--- src/rtl/motor_cmd_sequencer.sv ---
// motor_cmd_sequencer: turns ASCII drive-command bytes from the UART receiver
// into the one-hot direction word for the dual-motor driver. Inserts a STOP
// dwell on forward/backward reversal and forces STOP when the link goes quiet.
module motor_cmd_sequencer #(
  parameter int TIMEOUT_CYCLES = 62_500_000,
  parameter int DEAD_CYCLES    = 1_250_000
) (
  input  logic       clk_125mhz,
  input  logic       reset,
  input  logic [7:0] rx_data,
  input  logic       rx_valid,
  output logic [4:0] direction,
  output logic       cmd_err,
  output logic       timed_out,
  output logic       reversing
);

  localparam int WD_W   = ($clog2(TIMEOUT_CYCLES) > 0) ? $clog2(TIMEOUT_CYCLES) : 1;
  localparam int DEAD_W = ($clog2(DEAD_CYCLES) > 0) ? $clog2(DEAD_CYCLES) : 1;

  localparam logic [WD_W-1:0]   WD_ZERO   = WD_W'(0);
  localparam logic [WD_W-1:0]   WD_ONE    = WD_W'(1);
  localparam logic [WD_W-1:0]   WD_LAST   = WD_W'(TIMEOUT_CYCLES - 1);
  localparam logic [DEAD_W-1:0] DEAD_ZERO = DEAD_W'(0);
  localparam logic [DEAD_W-1:0] DEAD_ONE  = DEAD_W'(1);
  localparam logic [DEAD_W-1:0] DEAD_LAST = DEAD_W'(DEAD_CYCLES - 1);

  localparam logic [1:0] ST_IDLE = 2'd0;
  localparam logic [1:0] ST_RUN  = 2'd1;
  localparam logic [1:0] ST_DEAD = 2'd2;

  localparam logic [4:0] DIR_NONE  = 5'b00000;
  localparam logic [4:0] DIR_FWD   = 5'b00001;
  localparam logic [4:0] DIR_BWD   = 5'b00010;
  localparam logic [4:0] DIR_LEFT  = 5'b00100;
  localparam logic [4:0] DIR_RIGHT = 5'b01000;
  localparam logic [4:0] DIR_STOP  = 5'b10000;

  // Map a received byte to its direction code; DIR_NONE marks an illegal byte.
  function automatic logic [4:0] decode_cmd(input logic [7:0] b);
    logic [4:0] d;
    case (b)
      8'h46, 8'h66: d = DIR_FWD;
      8'h42, 8'h62: d = DIR_BWD;
      8'h4C, 8'h6C: d = DIR_LEFT;
      8'h52, 8'h72: d = DIR_RIGHT;
      8'h53, 8'h73: d = DIR_STOP;
      default:      d = DIR_NONE;
    endcase
    return d;
  endfunction

  // True when moving from cur to nxt flips the drive between forward and backward.
  function automatic logic is_reversal(input logic [4:0] cur, input logic [4:0] nxt);
    return ((cur == DIR_FWD) && (nxt == DIR_BWD)) ||
           ((cur == DIR_BWD) && (nxt == DIR_FWD));
  endfunction

  logic [1:0]        state_r, state_s;
  logic [4:0]        dir_r, dir_s;
  logic [4:0]        pending_r, pending_s;
  logic [WD_W-1:0]   wd_cnt_r, wd_cnt_s;
  logic [DEAD_W-1:0] dead_cnt_r, dead_cnt_s;
  logic              cmd_err_r, cmd_err_s;
  logic              timed_out_r, timed_out_s;
  logic              reversing_r, reversing_s;

  logic [4:0]        cmd_s;
  logic              legal_s;
  logic              stop_cmd_s;
  logic              expire_s;

  // Decode the incoming strobe and compute the next state of every register.
  always_comb begin
    cmd_s       = decode_cmd(rx_data);
    legal_s     = rx_valid && (cmd_s != DIR_NONE);
    stop_cmd_s  = (cmd_s == DIR_STOP);
    expire_s    = (wd_cnt_r == WD_LAST) && !legal_s;

    state_s     = state_r;
    dir_s       = dir_r;
    pending_s   = pending_r;
    wd_cnt_s    = wd_cnt_r;
    dead_cnt_s  = dead_cnt_r;
    reversing_s = reversing_r;
    cmd_err_s   = rx_valid && (cmd_s == DIR_NONE);
    timed_out_s = legal_s ? 1'b0 : timed_out_r;

    case (state_r)
      ST_IDLE: begin
        wd_cnt_s    = WD_ZERO;
        dead_cnt_s  = DEAD_ZERO;
        pending_s   = DIR_STOP;
        reversing_s = 1'b0;
        if (legal_s && !stop_cmd_s) begin
          state_s = ST_RUN;
          dir_s   = cmd_s;
        end else begin
          dir_s   = DIR_STOP;
        end
      end

      ST_RUN: begin
        if (legal_s) begin
          wd_cnt_s = WD_ZERO;
          if (stop_cmd_s) begin
            state_s = ST_IDLE;
            dir_s   = DIR_STOP;
          end else if (is_reversal(dir_r, cmd_s)) begin
            state_s     = ST_DEAD;
            dir_s       = DIR_STOP;
            pending_s   = cmd_s;
            dead_cnt_s  = DEAD_ZERO;
            reversing_s = 1'b1;
          end else begin
            dir_s = cmd_s;
          end
        end else if (expire_s) begin
          state_s     = ST_IDLE;
          dir_s       = DIR_STOP;
          pending_s   = DIR_STOP;
          wd_cnt_s    = WD_ZERO;
          timed_out_s = 1'b1;
        end else begin
          wd_cnt_s = wd_cnt_r + WD_ONE;
        end
      end

      ST_DEAD: begin
        dir_s = DIR_STOP;
        if (legal_s && stop_cmd_s) begin
          state_s     = ST_IDLE;
          pending_s   = DIR_STOP;
          wd_cnt_s    = WD_ZERO;
          dead_cnt_s  = DEAD_ZERO;
          reversing_s = 1'b0;
        end else if (expire_s) begin
          state_s     = ST_IDLE;
          pending_s   = DIR_STOP;
          wd_cnt_s    = WD_ZERO;
          dead_cnt_s  = DEAD_ZERO;
          reversing_s = 1'b0;
          timed_out_s = 1'b1;
        end else begin
          // A motion command only retargets the dwell; it never restarts it.
          if (legal_s) begin
            pending_s = cmd_s;
            wd_cnt_s  = WD_ZERO;
          end else begin
            wd_cnt_s  = wd_cnt_r + WD_ONE;
          end
          if (dead_cnt_r == DEAD_LAST) begin
            state_s     = ST_RUN;
            dir_s       = pending_s;
            dead_cnt_s  = DEAD_ZERO;
            reversing_s = 1'b0;
          end else begin
            dead_cnt_s  = dead_cnt_r + DEAD_ONE;
          end
        end
      end

      default: begin
        state_s     = ST_IDLE;
        dir_s       = DIR_STOP;
        pending_s   = DIR_STOP;
        wd_cnt_s    = WD_ZERO;
        dead_cnt_s  = DEAD_ZERO;
        reversing_s = 1'b0;
      end
    endcase
  end

  // Register state and outputs; reset returns to IDLE with the motors stopped.
  always_ff @(posedge clk_125mhz) begin
    if (reset) begin
      state_r     <= ST_IDLE;
      dir_r       <= DIR_STOP;
      pending_r   <= DIR_STOP;
      wd_cnt_r    <= WD_ZERO;
      dead_cnt_r  <= DEAD_ZERO;
      cmd_err_r   <= 1'b0;
      timed_out_r <= 1'b0;
      reversing_r <= 1'b0;
    end else begin
      state_r     <= state_s;
      dir_r       <= dir_s;
      pending_r   <= pending_s;
      wd_cnt_r    <= wd_cnt_s;
      dead_cnt_r  <= dead_cnt_s;
      cmd_err_r   <= cmd_err_s;
      timed_out_r <= timed_out_s;
      reversing_r <= reversing_s;
    end
  end

  assign direction = dir_r;
  assign cmd_err   = cmd_err_r;
  assign timed_out = timed_out_r;
  assign reversing = reversing_r;

endmodule

--- config.mk ---
export PLATFORM = sky130hd
export DESIGN_NAME = motor_cmd_sequencer
export DESIGN_NICKNAME = d
export VERILOG_FILES = /design/src/rtl/motor_cmd_sequencer.sv
export SDC_FILE = /design/constraint.sdc
export NUM_CORES = 1
export LEC_CHECK = 0
export ABC_CLOCK_PERIOD_IN_PS = 6100
export CAP_MARGIN = 20
export CORE_MARGIN = 4
export CORE_UTILIZATION = 45
export DETAILED_ROUTE_END_ITERATION = 10
export GPL_TIMING_DRIVEN = 0
export PLACE_DENSITY_LB_ADDON = 0.15
export SYNTH_ARGS = -nofsm -noshare
export SYNTH_HDL_FRONTEND = slang
export SYNTH_SLANG_ARGS = --single-unit
--- constraint.sdc ---
create_clock -name clk_125mhz -period 6.1 [get_ports clk_125mhz]
set_clock_uncertainty 0.1 [all_clocks]
set_input_delay 0.915 -clock clk_125mhz [delete_from_list [all_inputs] [get_ports clk_125mhz]]
set_output_delay 0.915 -clock clk_125mhz [all_outputs]
set_load 0.02 [all_outputs]
# --- Word level (Yosys, flattened, before mapping) ---
# Index checks and enable logic that the tools add are counted.
word_totals:
  ff_bits: 62
  output_inout_bits: 8
classes:
  n_mux: 51
  n_eq_ne: 28
  n_reduce_logical: 22
  add_sub_neg: 2
op_table:
  columns: ["cell", "n"]
  rows:
  - ["2-to-1 mux 26 bit", 5]
  - ["2-to-1 mux 21 bit", 6]
  - ["== test 8 x 7 -> 1 bit (second input constant)", 10]
  - ["2-to-1 mux 5 bit", 14]
  - ["case mux 26 bit (2 select lines)", 1]
  - ["case mux 21 bit (2 select lines)", 1]
  - ["adder 26 x 1 -> 26 bit (second input constant)", 1]
  - ["== test 26 bit (second input constant)", 1]
  - ["case mux 5 bit (5 select lines)", 1]
  - ["adder 21 x 1 -> 21 bit (second input constant)", 1]
  - ["== test 21 bit (second input constant)", 1]
  - ["2-to-1 mux 2 bit", 8]
  - ["case mux 5 bit (3 select lines)", 1]
  - ["== test 5 x 1 -> 1 bit (second input constant)", 2]
  - ["== test 5 x 2 -> 1 bit (second input constant)", 2]
  - ["2-to-1 mux 1 bit", 10]
  - ["case mux 5 bit (2 select lines)", 1]
  - ["OR reduction 2 bit", 5]
  - ["!= test 3 bit (second input constant)", 3]
  - ["!= test 2 bit (second input constant)", 4]
  - ["!= test 4 bit (second input constant)", 2]
  - ["AND reduction 4 bit", 2]
  - ["logical AND 1 bit", 7]
  - ["case mux 2 bit (3 select lines)", 1]
  - ["10 further kinds", 13]

# --- Longest topological paths before layout ---
logic_depth:
  ltp_word: 10
  ltp_mapped: 8

# --- Worst setup path before layout ---
# Ideal clock, no wire load.
synth_path:
  kind: "input -> register"
  start: "input rx_data[2]"
  end: "register state_r[0]"
  setup_ns: 0.072
  slack_ns: 3.406
  arrival_time_ns: 2.523
  cell_stages: 7
  required_time_ns: 5.928
  path_buffers: 1
  cell_sequence: "or3b_1 nor4_1 or2_1 buf_2 o22ai_1 a211oi_2 mux2i_1"
synth_via:
  elab_chain_cells: 10
  word_cells_on_any_way: 39
  cone_classes: "eq/ne: 17; mux: 6; reduce/logical: 16"
synth_lines:
  columns: ["item", "line", "text"]
  rows:
  - ["from (decl)", "10", "input logic [7:0] rx_data,"]
  - ["== test 8 x 7 -> 1 bit", "42", "case (b)"]
  - ["OR reduction 2 bit", "42", null]
  - ["case mux 5 bit (5 select lines) (*)", "42", null]
  - ["nonzero test 5 bit", "76", "legal_s = rx_valid && (cmd_s != DIR_NONE);"]
  - ["logical AND 1 bit", "76", null]
  - ["zero test 1 bit", "78", "expire_s = (wd_cnt_r == WD_LAST) && !legal_s;"]
  - ["logical AND 1 bit", "78", null]
  - ["2-to-1 mux 2 bit", "137", "end else if (expire_s) begin"]
  - ["2-to-1 mux 2 bit", "131", "if (legal_s && stop_cmd_s) begin"]
  - ["case mux 2 bit (3 select lines)", "89", "case (state_r)"]
  - ["to (signal assigned)", "186", "state_r <= state_s;"]
  - ["to (decl)", "59", "logic [1:0] state_r, state_s;"]
# Every way passes the cells marked *; elsewhere a longest branch is shown, timed or not.
# A chain may end at the register's enable or synchronous reset.

# --- Worst setup path in the final report ---
layout_path:
  start: "input rx_data[2]"
  end: "register pending_r[2]"
layout_via:
  elab_chain_cells: 10
  word_cells_on_any_way: 38
  cone_classes: "eq/ne: 16; mux: 8; reduce/logical: 14"
layout_lines:
  columns: ["item", "line", "text"]
  rows:
  - ["== test 8 x 7 -> 1 bit", "42", null]
  - ["OR reduction 2 bit", "42", null]
  - ["case mux 5 bit (5 select lines) (*)", "42", null]
  - ["nonzero test 5 bit", "76", null]
  - ["logical AND 1 bit", "76", null]
  - ["zero test 1 bit", "78", null]
  - ["logical AND 1 bit", "78", null]
  - ["2-to-1 mux 5 bit", "137", null]
  - ["2-to-1 mux 5 bit", "131", null]
  - ["case mux 5 bit (2 select lines)", "89", null]
  - ["to (signal assigned)", "188", "pending_r <= pending_s;"]
  - ["to (decl)", "61", "logic [4:0] pending_r, pending_s;"]
# Every way passes the cells marked *; elsewhere a longest branch is shown, timed or not. The select of a mux whose other input is x is not followed.

==> results_dict.tcl <==
set metrics [dict create \
    rr_startpoint "wd_cnt_r[0]$_SDFF_PP0_" \
    track_usage_pct 19.0 \
    status "completed" \
    hp-class "flop to flop" \
    ys.flop_type "dfxtp_1" \
    cp.arrival_ps 3430 \
    yosysWarnings 0 \
    clkSinkCount 62 \
    synth-seq-cells 62 \
    wl_per_cell_um 14.5 \
    postCtsSetupBuffers 0 \
    grt_pass1_wl_um 13300 \
    grt_pass1_vias 2885 \
    h-tree-depth 3 \
    clock.fmax_ghz 0.306 \
    layout.nets 441 \
    gp_congestion 0.843 \
    clock_latency_ps 350 \
    worstHoldStart "wd_cnt_r[0]$_SDFF_PP0_" \
    row_count 31 \
    synthArstFlopShare_pct 0 \
    dp_cells 512 \
    relSlewSlack_pct 45.9 \
    dieWidth_um 94.1 \
    synth_edf_count 0 \
    diodes 0 \
    worst_pin_slew_ps 805 \
    tns_ps 0 \
    path_class "input port to flop" \
    netlist_area_mm2 0.00334 \
    num_vias 2901 \
    yosysSeqAreaShare_pct 37.2 \
    via_per_inst 5.49 \
    drv_cap 0 \
    core_mm2 0.00721 \
    placed_cell_area_mm2 0.00362 \
    numCtsBuffers 9 \
    end_kind "flop" \
    vdd_drop_max_mv 0.162 \
    final_max_slew_viol_count 0 \
    crit_fanout 10 \
    io_buffers 16 \
    cts_tree "built" \
    syn_nets 414 \
    hold_buffers 0 \
    start_util_pct 46.3 \
    fin_crit_sh_pct 53.5 \
    antenna_found_initial 0 \
    cp-startpoint "rx_data[2]" \
    setup_viol 0 \
    final_cells 528 \
    cts_buffer_depth 2 \
    grt_max_degree 12 \
    start_kind "input port" \
    clk_pin_slew_ps 70 \
    drtIter0Drc 143 \
    design_area_mm2 0.00383 \
    p_leak_nw 1.17 \
    overflow 0 \
    boundaryPins 19 \
    cp_data_required_time_ps 6270 \
    synth_cell_types 61 \
    netlist_instances 397 \
    drt-pass1-iter-count 4 \
    dp_hpwl_um 5600 \
    avgSynthCellArea_um2 8.41 \
    routed_wl_um 7660 \
    die_area_mm2 0.00886 \
    ant_nets 0 \
    area_growth_pct 14.8 \
    clockRootBuffer "clkbuf_8" \
    fin_crit_ps 3260 \
    drive_above_1_share_pct 8.39 \
    die_h_um 94.1 \
    powerDensity_mw_per_mm2 240 \
    rsz0062_at_grt "false" \
    drc 0 \
    finalHoldViolations 0 \
    cts_resized 0 \
]
logic make-up after synthesis:
group                    Yosys count  share of synthesized area (%)
AO/OA/AOI/OAI                     48                           10.0
XOR/XNOR                          41                           10.8
buffers and inverters             27                           3.97
adder cells (fa/ha/maj)            6                           2.25
AND/OR/NAND/NOR                  206                           33.7
multiplexers                       7                           2.10
flip-flops                        62                           37.2
sequential cells by signal (all words and copies together), names as in the netlist:
register and count:
reversing 1, pending_r 5, direction 5, state_r 2, wd_cnt_r 26, timed_out 1
cmd_err 1, dead_cnt_r 21
cells in the final DEF (no fill, tap or decap), types with 6 or more instances in the layout:
| master | netlist | routed |
|---|---|---|
| nand2b_1 | 6 | 6 |
| nor4_1 | 6 | 6 |
| nor2_1 | 63 | 63 |
| xnor2_1 | 18 | 18 |
| a21oi_1 | 10 | 10 |
| clkbuf_8 | 0 | 11 |
| and3_1 | 6 | 6 |
| nor3_1 | 18 | 18 |
| o21ai_0 | 6 | 6 |
| nor4b_1 | 6 | 6 |
| o22ai_1 | 7 | 7 |
| xor2_1 | 23 | 23 |
| dfxtp_1 | 62 | 62 |
| nand4_1 | 11 | 11 |
| nand2_1 | 31 | 31 |
| mux2i_1 | 7 | 7 |
| ha_1 | 6 | 6 |
| nand3_1 | 22 | 22 |
| inv_1 | 16 | 16 |
| clkdlybuf4s50_1 | 0 | 16 |
final timing paths:
| kind | end | slack (ps) | cells after the start |
|---|---|---|---|
| hold / removal | wd_cnt_r[0]$_SDFF_PP0_ | 370 | 1 |
| hold reg to reg | wd_cnt_r[0]$_SDFF_PP0_ | 370 | 1 |
| setup / recovery | pending_r[2]$_SDFFE_PP0P_ | 2840 | 7 |
| setup reg to reg | dead_cnt_r[2]$_SDFFE_PP0P_ | 3330 | 8 |
metrics by stage:
step / setup slack [ps] / hold WS [ps] / utilization [%] / power, mW
2_1_floorplan: 3410 / 330 / - / 0.509
3_3_place_gp: 2510 / 349 / 50.2 / 0.545
3_5_place_dp: 2510 / 364 / 50.2 / 0.546
4_1_cts: 2870 / 377 / 53.1 / 0.927
5_1_grt: 2740 / 389 / 53.1 / 0.965
6_report: 2840 / 371 / 53.1 / 0.920
critical path, stage by stage:
cell	delay [ps]
clkdlybuf4s50_1	500
and3b_1	240
o2111a_1	290
a21boi_0	520
clkbuf_1	450
o211ai_1	290
o22ai_1	220
layer usage:
layer / vias up / GRT usage, % / wire (µm)
li1: 1471 / - / -
met1: 1370 / 23.6 / 3570
met2: 49 / 31.5 / 3680
met3: 11 / 4.65 / 304
met4: 0 / 7.58 / 97
met5: - / 0 / 0
power breakdown:
group          switching [mW]  total (mW)  internal, mW
clock network           0.171       0.381         0.210
logic                  0.0734       0.120        0.0468
registers             0.00588       0.418         0.412
cells in the mapped netlist (all sizes together), types with 7 or more instances:
cell	instances	area, µm²
xnor2	18	158
nand3	22	110
nand4	11	68.8
xor2	23	201
nor3	18	90.1
o22ai	7	43.8
nand2	31	116
nor4	9	92.6
dfxtp	62	1240
nor2	63	236
inv	16	60.1
mux2i	7	70.1
a21oi	10	50.1
o21ai	10	61.3
area by class of cell:
class,instances,area [µm²]
clock inverter,5,57.6
fill,744,3380
buffer,10,68.8
sequential,62,1240
inverter,17,63.8
clock buffer,11,151
timing repair buffer,16,160
tap,99,124
multi-input combinational,308,1960
Note: power is estimated with default switching activity, not from simulation.
